--- config.mk ---
export PLATFORM = sky130hd
export DESIGN_NAME = spi_daisy_slave
export DESIGN_NICKNAME = d
export VERILOG_FILES = /design/src/rtl/spi_pkg.sv /design/src/rtl/spi_sync_edge.sv /design/src/rtl/spi_daisy_slave.sv
export SDC_FILE = /design/constraint.sdc
export NUM_CORES = 1
export LEC_CHECK = 0
export BUFFER_PORTS_ARGS = -buffer_cell sky130_fd_sc_hd__buf_4
export CAP_MARGIN = 0
export CORE_UTILIZATION = 30
export DETAILED_ROUTE_END_ITERATION = 10
export PLACE_DENSITY = 0.54
export SLEW_MARGIN = 20
export SYNTH_ARGS = -nofsm -noshare
export SYNTH_HDL_FRONTEND = slang
export SYNTH_SLANG_ARGS = --single-unit
--- constraint.sdc ---
create_clock -name clk -period 2.5 [get_ports clk]
set_clock_uncertainty 0.15 [all_clocks]
set_input_delay 0.25 -clock clk [delete_from_list [all_inputs] [get_ports clk]]
set_output_delay 0.25 -clock clk [all_outputs]
set_load 0.005 [all_outputs]
--- src/rtl/spi_pkg.sv ---
// Shared types and default sizing for the SPI daisy-chain responder.
package spi_pkg;

    localparam int SPI_WIDTH       = 8;
    localparam int SPI_SYNC_STAGES = 2;

    typedef enum logic [1:0] {IDLE, ACTIVE, DONE} spi_slv_state_t;

endpackage

--- src/rtl/spi_sync_edge.sv ---
// Multi-flop synchroniser with a rise/fall detector on the synchronised output.
module spi_sync_edge #(
    parameter int   STAGES  = 2,
    parameter logic RST_VAL = 1'b0
) (
    input  logic clk,
    input  logic rst_n,
    input  logic d,
    output logic q,
    output logic rise,
    output logic fall
);

    logic [STAGES-1:0] sync;
    logic              prev;

    always_ff @(posedge clk or negedge rst_n) begin
        if (!rst_n) begin
            sync <= {STAGES{RST_VAL}};
            prev <= RST_VAL;
        end else begin
            sync <= {sync[STAGES-2:0], d};
            prev <= sync[STAGES-1];
        end
    end

    // Edge is acted on the clk after it reaches the last stage: STAGES+1 latency.
    assign q    = sync[STAGES-1];
    assign rise = q & ~prev;
    assign fall = ~q & prev;

endmodule

--- src/rtl/spi_daisy_slave.sv ---
// SPI mode-0 daisy-chain link oversampled in the clk domain.
// Optional: SPI_SLV_FRAME_ERR_EN adds a frame_err pulse for partial or empty frames.
module spi_daisy_slave
    import spi_pkg::*;
#(
    parameter int WIDTH       = SPI_WIDTH,
    parameter int SYNC_STAGES = SPI_SYNC_STAGES
) (
    input  logic             clk,
    input  logic             rst_n,
    input  logic             sclk,
    input  logic             cs,
    input  logic             mosi,
    input  logic [WIDTH-1:0] tx_data,
    output logic             miso,
    output logic [WIDTH-1:0] dout,
    output logic             done,
    output logic             busy
`ifdef SPI_SLV_FRAME_ERR_EN
    ,
    output logic             frame_err
`endif
);

    localparam int CW = (WIDTH > 1) ? $clog2(WIDTH) : 1;

    spi_slv_state_t state, state_nxt;

    logic             sclk_s, sclk_rise, sclk_fall;
    logic             cs_s, cs_rise, cs_fall;
    logic             mosi_s;
    logic [1:0]       mosi_edge_unused;
    logic             sclk_s_unused, cs_s_unused;
    logic [WIDTH-1:0] shreg;
    logic [CW-1:0]    bit_cnt;

    spi_sync_edge #(.STAGES(SYNC_STAGES), .RST_VAL(1'b0)) u_sclk (
        .clk(clk), .rst_n(rst_n), .d(sclk),
        .q(sclk_s), .rise(sclk_rise), .fall(sclk_fall)
    );

    spi_sync_edge #(.STAGES(SYNC_STAGES), .RST_VAL(1'b1)) u_cs (
        .clk(clk), .rst_n(rst_n), .d(cs),
        .q(cs_s), .rise(cs_rise), .fall(cs_fall)
    );

    spi_sync_edge #(.STAGES(SYNC_STAGES), .RST_VAL(1'b0)) u_mosi (
        .clk(clk), .rst_n(rst_n), .d(mosi),
        .q(mosi_s), .rise(mosi_edge_unused[0]), .fall(mosi_edge_unused[1])
    );

    assign sclk_s_unused = sclk_s;
    assign cs_s_unused   = cs_s;

    always_ff @(posedge clk or negedge rst_n) begin
        if (!rst_n) state <= IDLE;
        else        state <= state_nxt;
    end

    always_comb begin
        state_nxt = state;
        unique case (state)
            IDLE:    if (cs_fall) state_nxt = ACTIVE;
            ACTIVE:  if (cs_rise) state_nxt = DONE;
            DONE:    state_nxt = IDLE;
            default: state_nxt = IDLE;
        endcase
    end

`ifdef SPI_SLV_FRAME_ERR_EN
    logic seen_rise, err_q;
`endif

    // cs rise takes priority over any sclk edge seen in the same clk.
    always_ff @(posedge clk or negedge rst_n) begin
        if (!rst_n) begin
            shreg   <= '0;
            bit_cnt <= '0;
            miso    <= 1'b0;
            dout    <= '0;
`ifdef SPI_SLV_FRAME_ERR_EN
            seen_rise <= 1'b0;
            err_q     <= 1'b0;
`endif
        end else begin
            unique case (state)
                IDLE: begin
                    if (cs_fall) begin
                        shreg   <= tx_data;
                        bit_cnt <= '0;
                        miso    <= tx_data[WIDTH-1];
`ifdef SPI_SLV_FRAME_ERR_EN
                        seen_rise <= 1'b0;
`endif
                    end
                end
                ACTIVE: begin
                    if (cs_rise) begin
                        dout <= shreg;
`ifdef SPI_SLV_FRAME_ERR_EN
                        err_q <= (bit_cnt != '0) || !seen_rise;
`endif
                    end else if (sclk_rise) begin
                        shreg   <= {shreg[WIDTH-2:0], mosi_s};
                        bit_cnt <= (bit_cnt == CW'(WIDTH-1)) ? '0 : bit_cnt + 1'b1;
`ifdef SPI_SLV_FRAME_ERR_EN
                        seen_rise <= 1'b1;
`endif
                    end else if (sclk_fall) begin
                        miso <= shreg[WIDTH-1];
                    end
                end
                DONE: begin
                    miso <= 1'b0;
`ifdef SPI_SLV_FRAME_ERR_EN
                    err_q <= 1'b0;
`endif
                end
                default: ;
            endcase
        end
    end

    always_comb begin
        busy = (state != IDLE);
        done = (state == DONE);
`ifdef SPI_SLV_FRAME_ERR_EN
        frame_err = (state == DONE) && err_q;
`endif
    end

endmodule

==> results of run 1 <==
==> per-layer routing <==
metal	part of all wire (%)	track usage, %	wire length (µm)	vias up
li1	-	-	-	372
met1	48	12.7	915	371
met3	4.9	3.26	93	2
met4	0.89	4.26	17	0
met2	46	17.7	882	14
met5	0	0	0	-
==> report_power, final <==
group / switching [µW] / internal, µW
Clock: 123 / 114
Combinational: 309 / 362
Sequential: 96.6 / 595
Total: 529 / 1070
==> registers in the layout (all words and copies together), names as in the netlist <==
register	flops
u_mosi.sync	2
shreg	8
dout	8
state	2
u_sclk.sync	2
u_sclk.prev	1
u_cs.prev	1
miso	1
u_cs.sync	2
==> critical path: stages, from the launching register on <==
cell,delay [ns]
dfrtp_1,0.41
inv_1,0.15
ha_1,0.26
nand3b_1,0.12
a222oi_1,0.28
buf_4,0.25
nor2_1,0.05
a21oi_1,0.12
==> cells by family after synthesis <==
| kind of cell | after synthesis | share of synthesized area [%] |
|---|---|---|
| compound gates | 15 | 7.56 |
| mux | 17 | 15.9 |
| fa+ha+maj | 6 | 6.57 |
| flops | 27 | 59.5 |
| simple gates | 17 | 7.45 |
| buf+inv | 8 | 3.07 |
==> placed cells by master, fill, tap and decap left out, types with 4 or more instances in the layout <==
| cell | n |
|---|---|
| mux2i_1 | 8 |
| ha_1 | 6 |
| dlygate4sd3_1 | 4 |
| buf_4 | 26 |
| nor2_1 | 8 |
| mux2_2 | 4 |
| mux2_1 | 5 |
| dfrtp_1 | 24 |
| a21oi_1 | 8 |
| inv_1 | 6 |
==> stage by stage <==
step | area [µm²] | hold WS [ns]
2_1_floorplan | 1140 | -0.196
3_3_place_gp | 1390 | 0.0303
3_5_place_dp | 1390 | 0.0354
4_1_cts | 1470 | 0.127
5_1_grt | 1470 | 0.145
6_report | 1470 | 0.132
==> path summary, 6_finish.rpt <==
path / endpoint / slack (ns) / cells after the start
setup reg to reg: shreg[0]$_DFFE_PN0P_ / 0.63 / 7
max in group asynchronous: u_cs.prev$_DFF_PN1_ / 1.62 / 2
min in group asynchronous: shreg[4]$_DFFE_PN0P_ / 0.28 / 2
hold reg to reg: u_mosi.sync[1]$_DFF_PN0_ / 0.20 / 0
hold / removal: shreg[3]$_DFFE_PN0P_ / 0.13 / 3
setup / recovery: shreg[0]$_DFFE_PN0P_ / 0.63 / 7
==> final cells by class <==
class	instances	area, µm²	area share, %
Tap cell	48	60.1	4.09
Sequential cell	27	679	46.2
Clock buffer	4	45.0	3.06
Inverter	6	22.5	1.53
Multi-Input combinational cell	55	428	29.1
Timing Repair Buffer	30	235	16.0
==> reports/qor.csv, run 1 <==
stage,metric,value,unit
run_status,status,"complete, no violations",
min_path,hold path startpoint,tx_data[3],
yosys,Seq cells post-synth,27,
detailed_routing,First-pass DRT Iterations,4,
power_and_ir_drop,Leak,0.000660,µW
place,dpl cells,162,
power_and_ir_drop,Pwr Total,1600,µW
clock_network,Worst-path clk slew,0.09,ns
worst_setup_path,Worst EP required,2.54,ns
yosys,Gate Count Post-Synth,90,
clock_network,CTS tree,yes,
yosys,ys async rst share,100,%
detailed_routing,drt wl/cell,11.2,µm
clock_network,Root Buffer,clkbuf_8,
yosys,most common cell in the netlist,dfrtp_1,
detailed_routing,drt total wl,1910,µm
clock_network,cts repair resizes,0,
layout,Diodes inserted,0,
global_routing,largest net degree at the start of global routing,28,
detailed_routing,via count,759,
worst_setup_path,reg2reg start,state[1]$_DFFE_PN0P_,
worst_setup_path,Worst EP arrival,1.91,ns
floorplanning,Die Span X,63.7,µm
yosys,Post-Syn Area,1140,µm²
layout,Finished Layout Cells,170,
global_routing,vias in the first global route,775,
floorplanning,cell row count,22,
min_path,Hold WC Path Type,input port to flip-flop,
sta,FMAX,534,MHz
yosys,Yosys cell types,22,
yosys,sequential share of the synthesized area,59.5,%
yosys,synth cell count leaders,"24 x dfrtp_1, 8 x a21oi_1, 8 x mux2i_1, 8 x nor2_1",
floorplanning,Die Ht,63.7,µm
floorplanning,I/O pins,24,
sta,"Setup violations, final",0,
place,RD Place Congestion,0.814,
sta,min cycle time layout,1.87,ns
layout,Fillers,363,
place,Placement Setup Slack,0.639,ns
floorplanning,CORE AREA,3660,µm²
floorplanning,Initial Util,31.2,%
worst_setup_path,Crit Path Class,flip-flop to flip-flop,
yosys,number of synthesized flops with an enable pin,0,
yosys,syn avg cell area,12.7,µm²
clock_network,Num CTS Buffers,3,
yosys,"area leader, netlist",dfrtp_1,
global_routing,total track usage,10.6,%
global_routing,first-pass GRT wire length,3310,µm
layout,share of cells above drive strength 1,29.5,%
sta,worst setup margin,0.628,ns
power_and_ir_drop,worst vdd ir,368,µV
flow_run,Max-Cap Viols,0,
sta,Worst Max-Slew Pin Slew,0.347,ns
worst_setup_path,Critical Path Start,state[1]$_DFFE_PN0P_,
place,PortBufs,23,
worst_setup_path,largest fanout on the critical path,16,
clock_network,"Setup Fix Bufs, Post-CTS",0,
clock_network,clock latency on the worst-skew pair,0.26,ns
power_and_ir_drop,power density cells,1090,nW/µm²
detailed_routing,# DRC,0,
layout,final net count,142,
yosys,commonest register cell after synthesis,dfrtp_1,
sta,RSZ-0062 raised after global routing,no,
detailed_routing,drt via density,4.46,
yosys,yosys warns,0,
layout,P&R area growth vs syn,28.7,%
clock_network,clock tree sinks,27,
yosys,Area contributors post-synth,"dfrtp_1 53%, mux2i_1 7.0%, dfstp_2 6.9%, ha_1 6.6%, mux2_1 4.9%",
sta,Slew headroom,76.8,%
worst_setup_path,CP Launch Type,flip-flop,
sta,Final period util,74.9,%
sta,final slew viol count,0,
clock_network,Clock Tree Buf Depth,2,
yosys,share of the synthesized area in the top cell type,52.6,%
floorplanning,die area,4060,µm²
global_routing,antenna violations before repair,0,
worst_setup_path,crit end category,flip-flop,
detailed_routing,DR iter-0 viols,17,
clock_network,H-Tree Depth,1,
sta,final-report hold violation count,0,
sta,Fin Setup TNS,0,ns
global_routing,GR Overflow Total,0,
yosys,syn_nets,109,
clock_network,Hold Buf Count CTS,4,
layout,Final Core Density,40.2,%
place,post-DP HPWL,1390,µm
detailed_routing,post-route ant nets,0,
No activity file was read; power rests on OpenSTA's default activity.
==> run 2: changes to the inputs <==
clock period = 1.9 ns   (was 2.5 ns; I/O delays follow)
==> reports/qor.csv, run 2 (synthesized netlist as in run 1, its figures left out) <==
stage,metric,value,unit,change
run_status,status,"complete, no violations",,
detailed_routing,First-pass DRT Iterations,4,,unchanged
layout,P&R area growth vs syn,35.9,%,
layout,Diodes inserted,0,,unchanged
global_routing,GR Overflow Total,0,,unchanged
worst_setup_path,largest fanout on the critical path,8,,-8
detailed_routing,DR iter-0 viols,14,,-3
sta,min cycle time layout,1.83,ns,-0.0400 ns
detailed_routing,via count,786,,+3.6%
global_routing,first-pass GRT wire length,3320,µm,+0.39%
place,post-DP HPWL,1360,µm,-2.5%
worst_setup_path,reg2reg start,state[1]$_DFFE_PN0P_,,
worst_setup_path,Critical Path Sink,shreg[3]$_DFFE_PN0P_,,
worst_setup_path,Worst path top cell family by delay,compound AO/OA/AOI/OAI gates,,
sta,FMAX,546,MHz,+2.2%
worst_setup_path,worst-case reg-to-reg path depth,6,,-1
layout,share of cells above drive strength 1,39.8,%,+10 points
clock_network,clock latency on the worst-skew pair,0.27,ns,about the same
detailed_routing,drt via density,4.47,,about the same
clock_network,Clock Tree Buf Depth,2,,unchanged
worst_setup_path,Worst path slowest cell,dfrtp_1,,
global_routing,vias in the first global route,711,,-8.3%
worst_setup_path,worst reg2reg endpoint,shreg[3]$_DFFE_PN0P_,,
worst_setup_path,CP Launch Type,flip-flop,,
worst_setup_path,WP depth,6,,-1
power_and_ir_drop,power density cells,1470,nW/µm²,+35%
worst_setup_path,crit end category,flip-flop,,
clock_network,H-Tree Depth,1,,unchanged
sta,"Setup violations, final",0,,unchanged
sta,RSZ-0062 raised after global routing,yes,,
detailed_routing,drt total wl,2000,µm,+4.5%
worst_setup_path,FF-to-FF setup slack,0.07,ns,-0.56 ns
min_path,Hold WC Path Type,input port to flip-flop,,
clock_network,Num CTS Buffers,3,,unchanged
worst_setup_path,Worst EP arrival,1.84,ns,-0.07 ns
layout,top flop regs,"dout: 8 flops, shreg: 8 flops",,
clock_network,Worst-path clk slew,0.09,ns,about the same
floorplanning,I/O pins,24,,unchanged
clock_network,CTS tree,yes,,
floorplanning,cell row count,22,,unchanged
layout,final net count,148,,+4.2%
floorplanning,CORE AREA,3660,µm²,unchanged
place,area post-placement,1400,µm²,+1.3%
sta,Final period util,96.4,%,+22 points
clock_network,clock tree sinks,27,,unchanged
sta,Slew headroom,74.4,%,-2.4 points
worst_setup_path,CP max stage delay,0.42,ns,about the same
place,PortBufs,23,,unchanged
worst_setup_path,Critical Path Start,state[1]$_DFFE_PN0P_,,
floorplanning,die area,4060,µm²,unchanged
detailed_routing,# DRC,0,,unchanged
sta,worst hold slack,0.0703,ns,-0.0615 ns
worst_setup_path,"Cell Chain, Critical Path","inv_2, ha_4, nand3b_1, a222oi_1, buf_2, a21oi_1",,
worst_setup_path,CP Buf/Inv Count,2,,unchanged
detailed_routing,post-route ant nets,0,,unchanged
layout,most frequent cells in the layout,"31 x buf_4, 23 x dfrtp_1, 8 x mux2i_1, 8 x a21oi_1, 7 x nor2_1",,
clock_network,Root Buffer,clkbuf_8,,
power_and_ir_drop,worst vdd ir,729,µV,+98%
floorplanning,Initial Util,31.2,%,unchanged
detailed_routing,drt wl/cell,11.3,µm,+0.94%
floorplanning,Die Span X,63.7,µm,unchanged
layout,post-route cell area,1550,µm²,+5.6%
global_routing,antenna violations before repair,0,,unchanged
sta,Worst Max-Slew Pin Slew,0.384,ns,+0.0374 ns
layout,"commonest non-fill, non-tap cell in the layout",buf_4,,
sta,final slew viol count,0,,unchanged
power_and_ir_drop,Leak,0.000693,µW,+5.0%
floorplanning,Die Ht,63.7,µm,unchanged
worst_setup_path,Crit Path Class,flip-flop to flip-flop,,
global_routing,total track usage,10.6,%,-0.073 points
place,RD Place Congestion,0.749,,-8.0%
sta,final-report hold violation count,0,,unchanged
flow_run,Max-Cap Viols,0,,unchanged
global_routing,largest net degree at the start of global routing,28,,unchanged
worst_setup_path,Worst EP required,1.90,ns,-0.64 ns
run 2: changes by cell type in the layout (fill, tap and decap cells not counted), sizes merged:
cell / delta
clkbuf: -1
buf: +6
clkinv: +1
run 2: cell type report:
class	instances	area, µm²
sequential	27	681
tap	48	60.1
inverter	6	22.5
timing repair buffer	36	278
multi-input combinational	55	465
fill	368	2110
clock buffer	3	41.3
clock inverter	1	5.00
run 2: routing by layer:
layer,track usage (%),part of all wire [%],vias to the layer above
met5,0,0,-
met4,2.56,0.85,0
met3,3.26,3.2,2
met2,16.8,47,16
met1,14.0,49,380
li1,-,-,388
run 2: how the worst min path moves through the flow:
stage	start	to	slack (ns)	cells past startpoint
after CTS	tx_data[4]	shreg[4]$_DFFE_PN0P_	0.07	3
after global placement	rst_n	dout[4]$_DFFE_PN0P_	-0.03	1
final	tx_data[0]	shreg[0]$_DFFE_PN0P_	0.07	3
after detailed placement	rst_n	dout[4]$_DFFE_PN0P_	-0.03	1
after global routing	tx_data[2]	shreg[2]$_DFFE_PN0P_	0.07	3
after floorplan	rst_n	dout[0]$_DFFE_PN0P_	-0.26	0
run 2: worst register-to-register path, stage by stage, from the launching register on:
cell and delay (ns):
dfrtp_1 0.42, inv_2 0.14, ha_4 0.17, nand3b_1 0.10, a222oi_1 0.38, buf_2 0.27
a21oi_1 0.08
run 2: through the flow:
stage,utilization [%],TNS [ns],setup WS (ns),power (µW),cells
3_3_place_gp,38.3,0,0.148,1820,162
6_report,42.4,0,0.0677,2290,176
5_1_grt,42.4,-0.322,-0.0552,2480,176
2_1_floorplan,-,-0.489,-0.0815,1500,90
3_5_place_dp,38.3,0,0.125,1850,162
4_1_cts,40.7,0,0.104,2180,170
run 2: repair_timing:
action,in CTS,in global routing
setup endpoints to repair,0,8
hold buffers,4,0
resized for setup,0,7
endpoints found under the hold margin,30,0
buffers inserted,0,5
run 2: power breakdown:
part	leakage [µW]	switching (µW)	internal, µW
Sequential	0.000300	135	785
Combinational	0.000367	460	593
Clock	0.0000255	169	147
==> run 3: changes to the inputs <==
CORE_ASPECT_RATIO = 1.4   (was not set)
==> reports/qor.csv, run 3 (synthesized netlist as in run 1, its figures left out) <==
stage,metric,value,unit,change
run_status,status,"complete, no violations",,
worst_setup_path,Crit Path Class,flip-flop to flip-flop,,
sta,Final period util,96.1,%,-0.29 points
place,PortBufs,23,,unchanged
detailed_routing,drt wl/cell,12.4,µm,+9.4%
global_routing,largest net degree at the start of global routing,28,,unchanged
place,Placement Setup Slack,0.101,ns,-0.0234 ns
global_routing,GR Overflow Total,0,,unchanged
power_and_ir_drop,power density cells,1500,nW/µm²,+1.5%
place,RD Place Congestion,0.843,,+13%
layout,storage element area,681,µm²,unchanged
layout,"commonest non-fill, non-tap cell in the layout",buf_4,,
worst_setup_path,Worst path slowest cell,dfrtp_2,,
worst_setup_path,CP Launch Type,flip-flop,,
detailed_routing,# DRC,0,,unchanged
min_path,Hold WC Path Type,input port to flip-flop,,
layout,final net count,147,,-0.68%
power_and_ir_drop,worst vdd ir,800,µV,+9.7%
min_path,hold path startpoint,tx_data[3],,
floorplanning,die area,4060,µm²,about the same
worst_setup_path,Worst EP arrival,1.83,ns,about the same
global_routing,first-pass GRT wire length,3210,µm,-3.3%
layout,P&R area growth vs syn,35.3,%,
clock_network,Root Buffer,clkbuf_8,,
global_routing,antenna violations before repair,0,,unchanged
power_and_ir_drop,Leak,0.000686,µW,-1.0%
floorplanning,Die Span X,54.2,µm,-15%
sta,Worst Max-Slew Pin Slew,0.409,ns,+0.0254 ns
floorplanning,Die Ht,75.0,µm,+18%
worst_setup_path,largest fanout on the critical path,8,,unchanged
clock_network,CTS tree,yes,,
clock_network,clock tree sinks,27,,unchanged
floorplanning,cell row count,26,,+18%
sta,worst setup margin,0.0733,ns,+0.00559 ns
global_routing,vias in the first global route,739,,+3.9%
detailed_routing,post-route ant nets,0,,unchanged
layout,multi-input logic area,469,µm²,+0.81%
sta,RSZ-0062 raised after global routing,yes,,
place,post-DP HPWL,1380,µm,+2.0%
clock_network,H-Tree Depth,1,,unchanged
worst_setup_path,reg2reg start,state[0]$_DFFE_PN0P_,,
clock_network,clock latency on the worst-skew pair,0.26,ns,about the same
floorplanning,I/O pins,24,,unchanged
clock_network,Clock Tree Buf Depth,2,,unchanged
floorplanning,CORE AREA,3640,µm²,-0.48%
layout,Fillers,379,,+3.0%
detailed_routing,DR iter-0 viols,7,,-7
layout,top flop regs,"dout: 8 flops, shreg: 8 flops",,
sta,min cycle time layout,1.83,ns,-0.00559 ns
layout,share of cells above drive strength 1,39.4,%,-0.47 points
place,area post-placement,1400,µm²,-0.54%
worst_setup_path,"Cell Chain, Critical Path","inv_4, ha_4, nand2b_4, a222oi_1, clkbuf_4, a21oi_1",,
floorplanning,Initial Util,31.4,%,+0.15 points
detailed_routing,drt total wl,2100,µm,+5.0%
layout,Final Core Density,42.4,%,about the same
worst_setup_path,Worst EP required,1.90,ns,about the same
sta,FMAX,547,MHz,+0.31%
clock_network,Worst-path clk slew,0.09,ns,about the same
flow_run,Max-Cap Viols,0,,unchanged
worst_setup_path,Worst path top cell family by delay,compound AO/OA/AOI/OAI gates,,
sta,Slew headroom,72.7,%,-1.7 points
layout,Diodes inserted,0,,unchanged
detailed_routing,via count,772,,-1.8%
worst_setup_path,Critical Path Start,state[0]$_DFFE_PN0P_,,
clock_network,Num CTS Buffers,3,,unchanged
sta,final-report hold violation count,0,,unchanged
sta,"Setup violations, final",0,,unchanged
worst_setup_path,CP max stage delay,0.47,ns,+0.05 ns
sta,final slew viol count,0,,unchanged
layout,post-route cell area,1550,µm²,-0.48%
detailed_routing,First-pass DRT Iterations,5,,+1
worst_setup_path,CP Buf/Inv Count,2,,unchanged
detailed_routing,drt via density,4.57,,+2.3%
layout,most frequent cells in the layout,"30 x buf_4, 23 x dfrtp_1, 8 x mux2i_1",,
worst_setup_path,crit end category,flip-flop,,
global_routing,total track usage,10.9,%,+0.31 points
## run 3: cell type report
| type | instances | share of cell area [%] |
|---|---|---|
| Multi-Input combinational cell | 55 | 30.4 |
| Timing Repair Buffer | 35 | 17.7 |
| Tap cell | 42 | 3.40 |
| Inverter | 6 | 1.62 |
| Clock buffer | 4 | 2.91 |
| Sequential cell | 27 | 44.0 |
## run 3: worst register-to-register path: cells and delay by family, from the launching register on
kind	cells	cell delay [ns]
flops	1	0.47
fa+ha+maj	1	0.17
simple gates	1	0.05
buf+inv	2	0.39
compound gates	2	0.49
## run 3: timing repair
action                     CTS  global route
gates resized for setup      0             9
setup endpoints to repair    0             8
buffers inserted             0             4
hold endpoints to repair    30             0
hold buffers                 4             0
## run 3: path summary, 6_finish.rpt
path / endpoint / slack, ns / cells after the start
min: shreg[3]$_DFFE_PN0P_ / 0.07 / 3
min in group asynchronous: state[0]$_DFFE_PN0P_ / 0.21 / 2
min reg2reg: u_sclk.sync[1]$_DFF_PN0_ / 0.21 / 0
max in group asynchronous: u_cs.prev$_DFF_PN1_ / 1.09 / 2
max reg2reg: shreg[0]$_DFFE_PN0P_ / 0.07 / 6
max: shreg[0]$_DFFE_PN0P_ / 0.07 / 6
## run 3: per-layer routing
metal  wire (µm)  vias to the layer above  GRT usage [%]  part of all wire, %
met5           0                        -              0                    0
met4          19                        0           3.42                 0.91
met3          95                        2           3.03                  4.5
met2         991                       17           17.6                   47
met1         989                      371           13.9                   47
li1            -                      382              -                    -
## run 3: power by group
group,total (µW),switching (µW),internal (µW),leakage [µW]
Clock,316,166,150,0.0000228
Combinational,1080,476,599,0.000363
Sequential,921,136,785,0.000300
## run 3: metrics by stage
step	total power [µW]	setup TNS [ns]	hold WS, ns	cells
finish	2310	0	0.0718	169
global route	2500	-0.392	0.0712	169
CTS	2170	0	0.0720	164
detailed placement	1850	0	-0.0216	156
global placement	1820	0	-0.0254	156
floorplan	1500	-0.489	-0.256	90
